==> src/rtl/apb_master_ctrl_if.sv <==
// ---------------------------------------------------------------------------
// apb_master_ctrl_if
//   Bundles the upstream request/response handshake and the APB segment
//   signals of the APB master sequencer.
//
//   Upstream side : req_valid/req_ready/req_write/req_addr/req_wdata in,
//                   rsp_valid/rsp_rdata/rsp_err out (no back-pressure).
//   APB side      : psel[15:0] (one-hot), penable, pwrite, paddr, pwdata out,
//                   prdata, pready, pslverr in (already muxed by slave).
//
//   modport master : the sequencer's view.
//   modport slave  : the view of whatever sits around it (bridge + slaves).
// ---------------------------------------------------------------------------
interface apb_master_ctrl_if;
   logic        req_valid;
   logic        req_ready;
   logic        req_write;
   logic [31:0] req_addr;
   logic [31:0] req_wdata;

   logic        rsp_valid;
   logic [31:0] rsp_rdata;
   logic        rsp_err;

   logic [15:0] psel;
   logic        penable;
   logic        pwrite;
   logic [31:0] paddr;
   logic [31:0] pwdata;
   logic [31:0] prdata;
   logic        pready;
   logic        pslverr;

   modport master (
      input  req_valid, req_write, req_addr, req_wdata,
      input  prdata, pready, pslverr,
      output req_ready, rsp_valid, rsp_rdata, rsp_err,
      output psel, penable, pwrite, paddr, pwdata
   );

   modport slave (
      output req_valid, req_write, req_addr, req_wdata,
      output prdata, pready, pslverr,
      input  req_ready, rsp_valid, rsp_rdata, rsp_err,
      input  psel, penable, pwrite, paddr, pwdata
   );
endinterface

==> src/rtl/apb_master_ctrl.sv <==
// ---------------------------------------------------------------------------
// apb_master_ctrl
//   APB master sequencer. Accepts single-beat read/write requests, decodes
//   one of 16 slaves, runs the SETUP/ACCESS protocol and returns read data
//   plus an error flag as a one-cycle response pulse.
//
// Ports
//   pclk  : clock, all logic on the rising edge
//   prst  : asynchronous active-high reset
//   bus   : apb_master_ctrl_if.master (request, response and APB signals)
//
// Parameters
//   BASE_ADDR   : address bits [31:12] of the peripheral window; only the
//                 bits above the slave index field take part in the decode
//   SEL_LSB     : lowest bit of the 4-bit slave index in req_addr
//   TIMEOUT_CYC : ACCESS-phase wait limit (only with APB_TIMEOUT_EN)
//
// Configuration
//   `define APB_TIMEOUT_EN : abort a transfer whose slave holds pready low
//                            for TIMEOUT_CYC ACCESS cycles. Without it the
//                            ACCESS phase waits indefinitely.
//
// Every output comes straight from a flop; the control flops are loaded
// from the decoded next state so they line up with the state register.
// ---------------------------------------------------------------------------
module apb_master_ctrl #(
   parameter logic [19:0] BASE_ADDR   = 20'h4000_0,
   parameter int          SEL_LSB     = 12,
   parameter int          TIMEOUT_CYC = 255
) (
   input  logic              pclk,
   input  logic              prst,
   apb_master_ctrl_if.master bus
);

   typedef enum logic [1:0] {IDLE, SETUP, ACCESS, RESP} state_t;

   localparam int          TAG_LSB   = SEL_LSB + 4;
   localparam logic [31:0] BASE_FULL = {BASE_ADDR, 12'h000};

   state_t      state_q, state_d;

   logic        req_ready_q, req_ready_d;
   logic        penable_q, penable_d;
   logic        rsp_valid_q, rsp_valid_d;
   logic [15:0] psel_q, psel_d;

   logic        pwrite_q;
   logic [31:0] paddr_q;
   logic [31:0] pwdata_q;
   logic [31:0] rsp_rdata_q;
   logic        rsp_err_q;

   logic        hit;
   logic [3:0]  sel_idx;
   logic        timeout;

   assign hit     = (bus.req_addr[31:TAG_LSB] == BASE_FULL[31:TAG_LSB]);
   assign sel_idx = bus.req_addr[SEL_LSB+3:SEL_LSB];

`ifdef APB_TIMEOUT_EN
   localparam int CNT_W = ($clog2(TIMEOUT_CYC + 1) > 8) ? $clog2(TIMEOUT_CYC + 1) : 8;

   logic [CNT_W-1:0] wait_cnt_q;

   // Held at zero outside ACCESS, so it is already clear on entry.
   always_ff @(posedge pclk or posedge prst) begin
      if (prst)
         wait_cnt_q <= '0;
      else if (state_q != ACCESS)
         wait_cnt_q <= '0;
      else if (!bus.pready)
         wait_cnt_q <= wait_cnt_q + 1'b1;
   end

   // This low-ready cycle is the one that takes the count to the limit;
   // pready high in the same cycle completes normally instead.
   assign timeout = (state_q == ACCESS) && !bus.pready &&
                    (wait_cnt_q == CNT_W'(TIMEOUT_CYC - 1));
`else
   assign timeout = 1'b0;
`endif

   // NOTE: sequential state uses non-blocking assignments so every flop
   // samples pre-edge values regardless of process evaluation order.
   always_ff @(posedge pclk or posedge prst) begin
      if (prst)
         state_q <= IDLE;
      else
         state_q <= state_d;
   end

   // NOTE: each always_comb output gets a default first, so no path can
   // leave it unassigned and infer a latch.
   always_comb begin
      state_d = state_q;
      unique case (state_q)
         IDLE:    if (bus.req_valid) state_d = hit ? SETUP : RESP;
         SETUP:   state_d = ACCESS;
         ACCESS:  if (bus.pready || timeout) state_d = RESP;
         RESP:    state_d = IDLE;
         default: state_d = IDLE;
      endcase
   end

   always_comb begin
      req_ready_d = (state_d == IDLE);
      penable_d   = (state_d == ACCESS);
      rsp_valid_d = (state_d == RESP);
      psel_d      = '0;
      if (state_q == IDLE && state_d == SETUP)
         psel_d = 16'b1 << sel_idx;
      else if (state_d == ACCESS)
         psel_d = psel_q;
   end

   always_ff @(posedge pclk or posedge prst) begin
      if (prst) begin
         req_ready_q <= 1'b1;
         penable_q   <= 1'b0;
         rsp_valid_q <= 1'b0;
         psel_q      <= '0;
      end else begin
         req_ready_q <= req_ready_d;
         penable_q   <= penable_d;
         rsp_valid_q <= rsp_valid_d;
         psel_q      <= psel_d;
      end
   end

   // Transfer attributes change only on acceptance; response fields only on
   // completion, so both hold their values in between.
   always_ff @(posedge pclk or posedge prst) begin
      if (prst) begin
         pwrite_q    <= 1'b0;
         paddr_q     <= '0;
         pwdata_q    <= '0;
         rsp_rdata_q <= '0;
         rsp_err_q   <= 1'b0;
      end else begin
         if (state_q == IDLE && bus.req_valid) begin
            pwrite_q <= bus.req_write;
            paddr_q  <= bus.req_addr;
            pwdata_q <= bus.req_wdata;
            if (!hit) begin
               rsp_err_q   <= 1'b1;
               rsp_rdata_q <= '0;
            end
         end
         if (state_q == ACCESS) begin
            if (bus.pready) begin
               rsp_err_q   <= bus.pslverr;
               rsp_rdata_q <= pwrite_q ? 32'h0 : bus.prdata;
            end else if (timeout) begin
               rsp_err_q   <= 1'b1;
               rsp_rdata_q <= '0;
            end
         end
      end
   end

   assign bus.req_ready = req_ready_q;
   assign bus.rsp_valid = rsp_valid_q;
   assign bus.rsp_rdata = rsp_rdata_q;
   assign bus.rsp_err   = rsp_err_q;
   assign bus.psel      = psel_q;
   assign bus.penable   = penable_q;
   assign bus.pwrite    = pwrite_q;
   assign bus.paddr     = paddr_q;
   assign bus.pwdata    = pwdata_q;

endmodule

==> src/flat_wrapper.sv <==
// flat-port wrapper written by rule: the top's interface ports become plain ports
module apb_master_ctrl_flat 
#(
   parameter logic [19:0] BASE_ADDR   = 20'h4000_0,
   parameter int          SEL_LSB     = 12,
   parameter int          TIMEOUT_CYC = 255
)
  (pclk, prst, bus_req_valid, bus_req_write, bus_req_addr, bus_req_wdata, bus_prdata, bus_pready, bus_pslverr, bus_req_ready, bus_rsp_valid, bus_rsp_rdata, bus_rsp_err, bus_psel, bus_penable, bus_pwrite, bus_paddr, bus_pwdata);
  apb_master_ctrl_if bus_i ();
  input  logic pclk;
  input  logic prst;
  input wire logic [$bits(bus_i.req_valid)-1:0] bus_req_valid;
  input wire logic [$bits(bus_i.req_write)-1:0] bus_req_write;
  input wire logic [$bits(bus_i.req_addr)-1:0] bus_req_addr;
  input wire logic [$bits(bus_i.req_wdata)-1:0] bus_req_wdata;
  input wire logic [$bits(bus_i.prdata)-1:0] bus_prdata;
  input wire logic [$bits(bus_i.pready)-1:0] bus_pready;
  input wire logic [$bits(bus_i.pslverr)-1:0] bus_pslverr;
  output wire logic [$bits(bus_i.req_ready)-1:0] bus_req_ready;
  output wire logic [$bits(bus_i.rsp_valid)-1:0] bus_rsp_valid;
  output wire logic [$bits(bus_i.rsp_rdata)-1:0] bus_rsp_rdata;
  output wire logic [$bits(bus_i.rsp_err)-1:0] bus_rsp_err;
  output wire logic [$bits(bus_i.psel)-1:0] bus_psel;
  output wire logic [$bits(bus_i.penable)-1:0] bus_penable;
  output wire logic [$bits(bus_i.pwrite)-1:0] bus_pwrite;
  output wire logic [$bits(bus_i.paddr)-1:0] bus_paddr;
  output wire logic [$bits(bus_i.pwdata)-1:0] bus_pwdata;
  assign bus_i.req_valid = bus_req_valid;
  assign bus_i.req_write = bus_req_write;
  assign bus_i.req_addr = bus_req_addr;
  assign bus_i.req_wdata = bus_req_wdata;
  assign bus_i.prdata = bus_prdata;
  assign bus_i.pready = bus_pready;
  assign bus_i.pslverr = bus_pslverr;
  assign bus_req_ready = bus_i.req_ready;
  assign bus_rsp_valid = bus_i.rsp_valid;
  assign bus_rsp_rdata = bus_i.rsp_rdata;
  assign bus_rsp_err = bus_i.rsp_err;
  assign bus_psel = bus_i.psel;
  assign bus_penable = bus_i.penable;
  assign bus_pwrite = bus_i.pwrite;
  assign bus_paddr = bus_i.paddr;
  assign bus_pwdata = bus_i.pwdata;
  apb_master_ctrl #(.BASE_ADDR(BASE_ADDR), .SEL_LSB(SEL_LSB), .TIMEOUT_CYC(TIMEOUT_CYC)) u_core (.pclk(pclk), .prst(prst), .bus(bus_i));
endmodule
==> config.mk <==
export PLATFORM = sky130hd
export DESIGN_NAME = apb_master_ctrl_flat
export DESIGN_NICKNAME = d
export VERILOG_FILES = /design/src/rtl/apb_master_ctrl_if.sv /design/src/rtl/apb_master_ctrl.sv /design/src/flat_wrapper.sv
export SDC_FILE = /design/constraint.sdc
export NUM_CORES = 1
export LEC_CHECK = 0
export ABC_AREA = 0
export BUFFER_PORTS_ARGS = -buffer_cell sky130_fd_sc_hd__buf_2
export CORE_MARGIN = 1.5
export CORE_UTILIZATION = 50
export CTS_CLUSTER_DIAMETER = 40
export CTS_CLUSTER_SIZE = 30
export DETAILED_ROUTE_END_ITERATION = 8
export GPL_TIMING_DRIVEN = 0
export PLACE_DENSITY_LB_ADDON = 0.2
export SETUP_SLACK_MARGIN = 0.3
export SLEW_MARGIN = 25
export SYNTH_ARGS = -nofsm -noshare
export SYNTH_HDL_FRONTEND = slang
export SYNTH_SLANG_ARGS = --single-unit
==> constraint.sdc <==
create_clock -name pclk -period 10.9 [get_ports pclk]
set_input_delay 1.09 -clock pclk [delete_from_list [all_inputs] [get_ports pclk]]
set_output_delay 1.09 -clock pclk [all_outputs]
set_load 0.02 [all_outputs]
==> impl_metrics.toml <==
[clocking]
hold_buffers = 0
cts_sinks = 119
cts_root_buf = "clkbuf_8"
htree_levels = 4
clk_pin_slew_ps = 60
cts_made_buffers = 17
tritoncts = "built"
post_cts_buffers = 0
clk_latency_ps = 490
max-clock-path-buffers = 2
cts.repair.resized = 0

[setup_path]
crit_slowest_cell = "dfstp_2"
slowest_delay_ps = 510
rrSetupSlack_ps = 8870
cp_top_family = "flip-flops"
path_max_fanout = 1
critPathArrivalTime_ps = 1170
endpoint_kind = "primary output"
worstReg2RegEnd = "u_core.bus.paddr[4]"
r2r_start = "u_core.state_q[0]"
required_ps = 9810
start_kind = "register"
cp_cell_sequence = "buf_2"
critPathKind = "reg -> out"
r2r_cells = 6
crit_buf_inv = 1

[outcome]
outcome = "finished clean"

[timing]
rsz0062_at_grt = "false"
slew_viol_final = 0
max_slew_margin = 0.5884
fin_setup_tns_ps = 0
finalClockSkew_ps = 11.24
fin_crit_ps = 2256
fmax_mhz = 443.3
hold_viol = 0
worst_pin_slew_ps = 617.4
setup_violations = 0
fin_crit_sh = 0.2070

[min_path]
hold_path_startpoint = "u_core.bus.psel[15]"
hp-class = "reg -> reg"
hold_path_depth = 2
hold_end = "u_core.bus.psel[15]"

[yosys]
yosys_warnings = 0
synth_area_per_cell_um2 = 14.63
yosysSeqAreaShare = 0.6444
synth_seq_cells = 119
yosysTopAreaCellShare = 0.6387
synthesis.instances = 316
syn-num-nets = 421
syn_area_um2 = 4623
ys_types = 29
yosys.area.top_type = "dfrtp_1"
synth.area.top_cells = "dfrtp_1 (64%), mux2_2 (16%), a22o_1 (5.5%)"

[power_and_ir_drop]
peakVddDrop_uv = 149.1
p_per_area_nw_per_um2 = 312.7
p_leak_nw = 3.304

[floorplanning]
core_area_um2 = 8848
initial_core_util = 0.5225
io_pins = 219
die_width_um = 99.16
dieHeight_um = 99.16
core.rowCount = 34
die_area_um2 = 9833

[final_layout]
syn2layout_area_growth_pct = 38.67
fillers = 648
fin_util = 0.7245
design.final.nets = 659
drive_gt1_frac = 0.6131
antenna_cells = 0

[global_route]
antenna_found_initial = 0
grt_pass1_vias = 3434
grt_start_max_net_pins = 69
grt_pass1_wl_mm = 17.01
grt_overflow = 0
groute.usage.overall = 0.2254

[drt]
ant_nets = 0
dr.pass1.iters = 4
avgViaCountPerCell = 5.031
drc = 0
avgRoutedWirePerCell_um = 15.98
vias = 3391
drt-total-wl_mm = 10.77
initialDrtViolationCount = 91

[place]
dp_hpwl_mm = 8.066
gp_congestion = 0.7731
port_buffers = 218

[flow_run]
drv_cap = 0
-- report_power, final --
group	internal (mW)	total [mW]	switching (mW)
sequential	0.622	0.706	0.0837
clock	0.309	0.492	0.183
combinational	0.331	0.807	0.476
-- cell families after synthesis --
logic type / Yosys count / synth area share
compound gates: 55 / 0.1023
fa+ha+maj: 3 / 0.008120
buf+inv: 20 / 0.02436
flops: 119 / 0.6444
mux: 66 / 0.1605
simple gates: 53 / 0.06035
-- layout make-up --
cell class	instances	area, µm²	share of cell area
buffer	15	93.84	0.01464
clock buffer	21	449.2	0.07006
inverter	5	23.77	0.003708
multi-input combinational	177	1531	0.2389
sequential	119	2979	0.4647
clock inverter	10	80.08	0.01249
timing repair buffer	219	1119	0.1745
tap	108	135.1	0.02108
-- state kept, by name (all words and copies together), names as in the netlist --
| signal | count |
|---|---|
| u_core.bus.paddr | 32 |
| u_core.bus.penable | 1 |
| u_core.bus.psel | 16 |
| u_core.bus.pwdata | 32 |
| u_core.bus.pwrite | 1 |
| u_core.bus.req_ready | 1 |
| u_core.bus.rsp_err | 1 |
| u_core.bus.rsp_rdata | 32 |
| u_core.bus.rsp_valid | 1 |
| u_core.state_q | 2 |
-- cells in the final DEF (no fill, tap or decap), types with 2 or more instances in the layout --
cell and count:
clkinv_2 7, clkbuf_8 3, clkbuf_16 16, ha_1 3, buf_2 224, o21ai_2 10, a22o_1 29, a22o_2 3
inv_1 4, o21ai_0 8, nand2_1 27, nor2_1 8, clkinvlp_4 2, buf_6 4, nor4_2 2, clkbuf_1 7
nor2b_1 4, dfrtp_1 118, nand3_1 6, mux2_2 65
-- synth_stat cells --
cell,instances
o21ai_2,10
inv_1,5
buf_6,4
a22o_2,3
and2_1,1
nor2_1,8
a22o_1,29
nor2b_1,4
o21ai_0,8
nand2_1,27
buf_2,6
a21oi_2,1
a21oi_1,1
mux2_2,65
a32oi_4,1
mux2i_1,1
dfrtp_1,118
nand4_1,1
clkbuf_1,5
nor2_2,1
nor4_2,2
nor4b_2,1
o21a_1,1
ha_1,3
nor4_4,1
o211ai_2,1
nand3_1,6
nand4_2,1
dfstp_2,1
-- metal layers --
layer  routed length (µm)  GRT usage  part of all wire
met1                 4536     0.2765              0.42
met4                   47    0.06826            0.0044
met3                  895    0.08644             0.083
met5                    0          0                 0
met2                 5289     0.3740              0.49
-- metrics by stage --
stage / total power, mW / cells / area, µm² / setup WS (ps) / hold WS, ps
after floorplan: 1.246 / 316 / 4623 / 6654 / 587.8
after global placement: 1.500 / 642 / 5849 / 5488 / 457.3
after detailed placement: 1.527 / 643 / 5882 / 8273 / 459.4
after CTS: 2.026 / 674 / 6411 / 8623 / 472.7
after global routing: 2.118 / 674 / 6411 / 8592 / 499.2
final: 2.005 / 674 / 6411 / 8644 / 468.9
-- worst max path at each step --
stage | startpoint | slack (ps) | depth (start not counted) | endpoint
2_1_floorplan | prst | 6650 | 1 | u_core.bus.paddr[0]
3_3_place_gp | prst | 5490 | 2 | u_core.bus.rsp_rdata[6]
3_5_place_dp | bus_req_addr[19] | 8270 | 6 | u_core.bus.rsp_rdata[22]
4_1_cts | u_core.bus.req_ready | 8620 | 1 | bus_req_ready
5_1_grt | u_core.bus.req_ready | 8590 | 1 | bus_req_ready
6_report | u_core.bus.req_ready | 8640 | 1 | bus_req_ready
(Power assumes the default switching activity.)
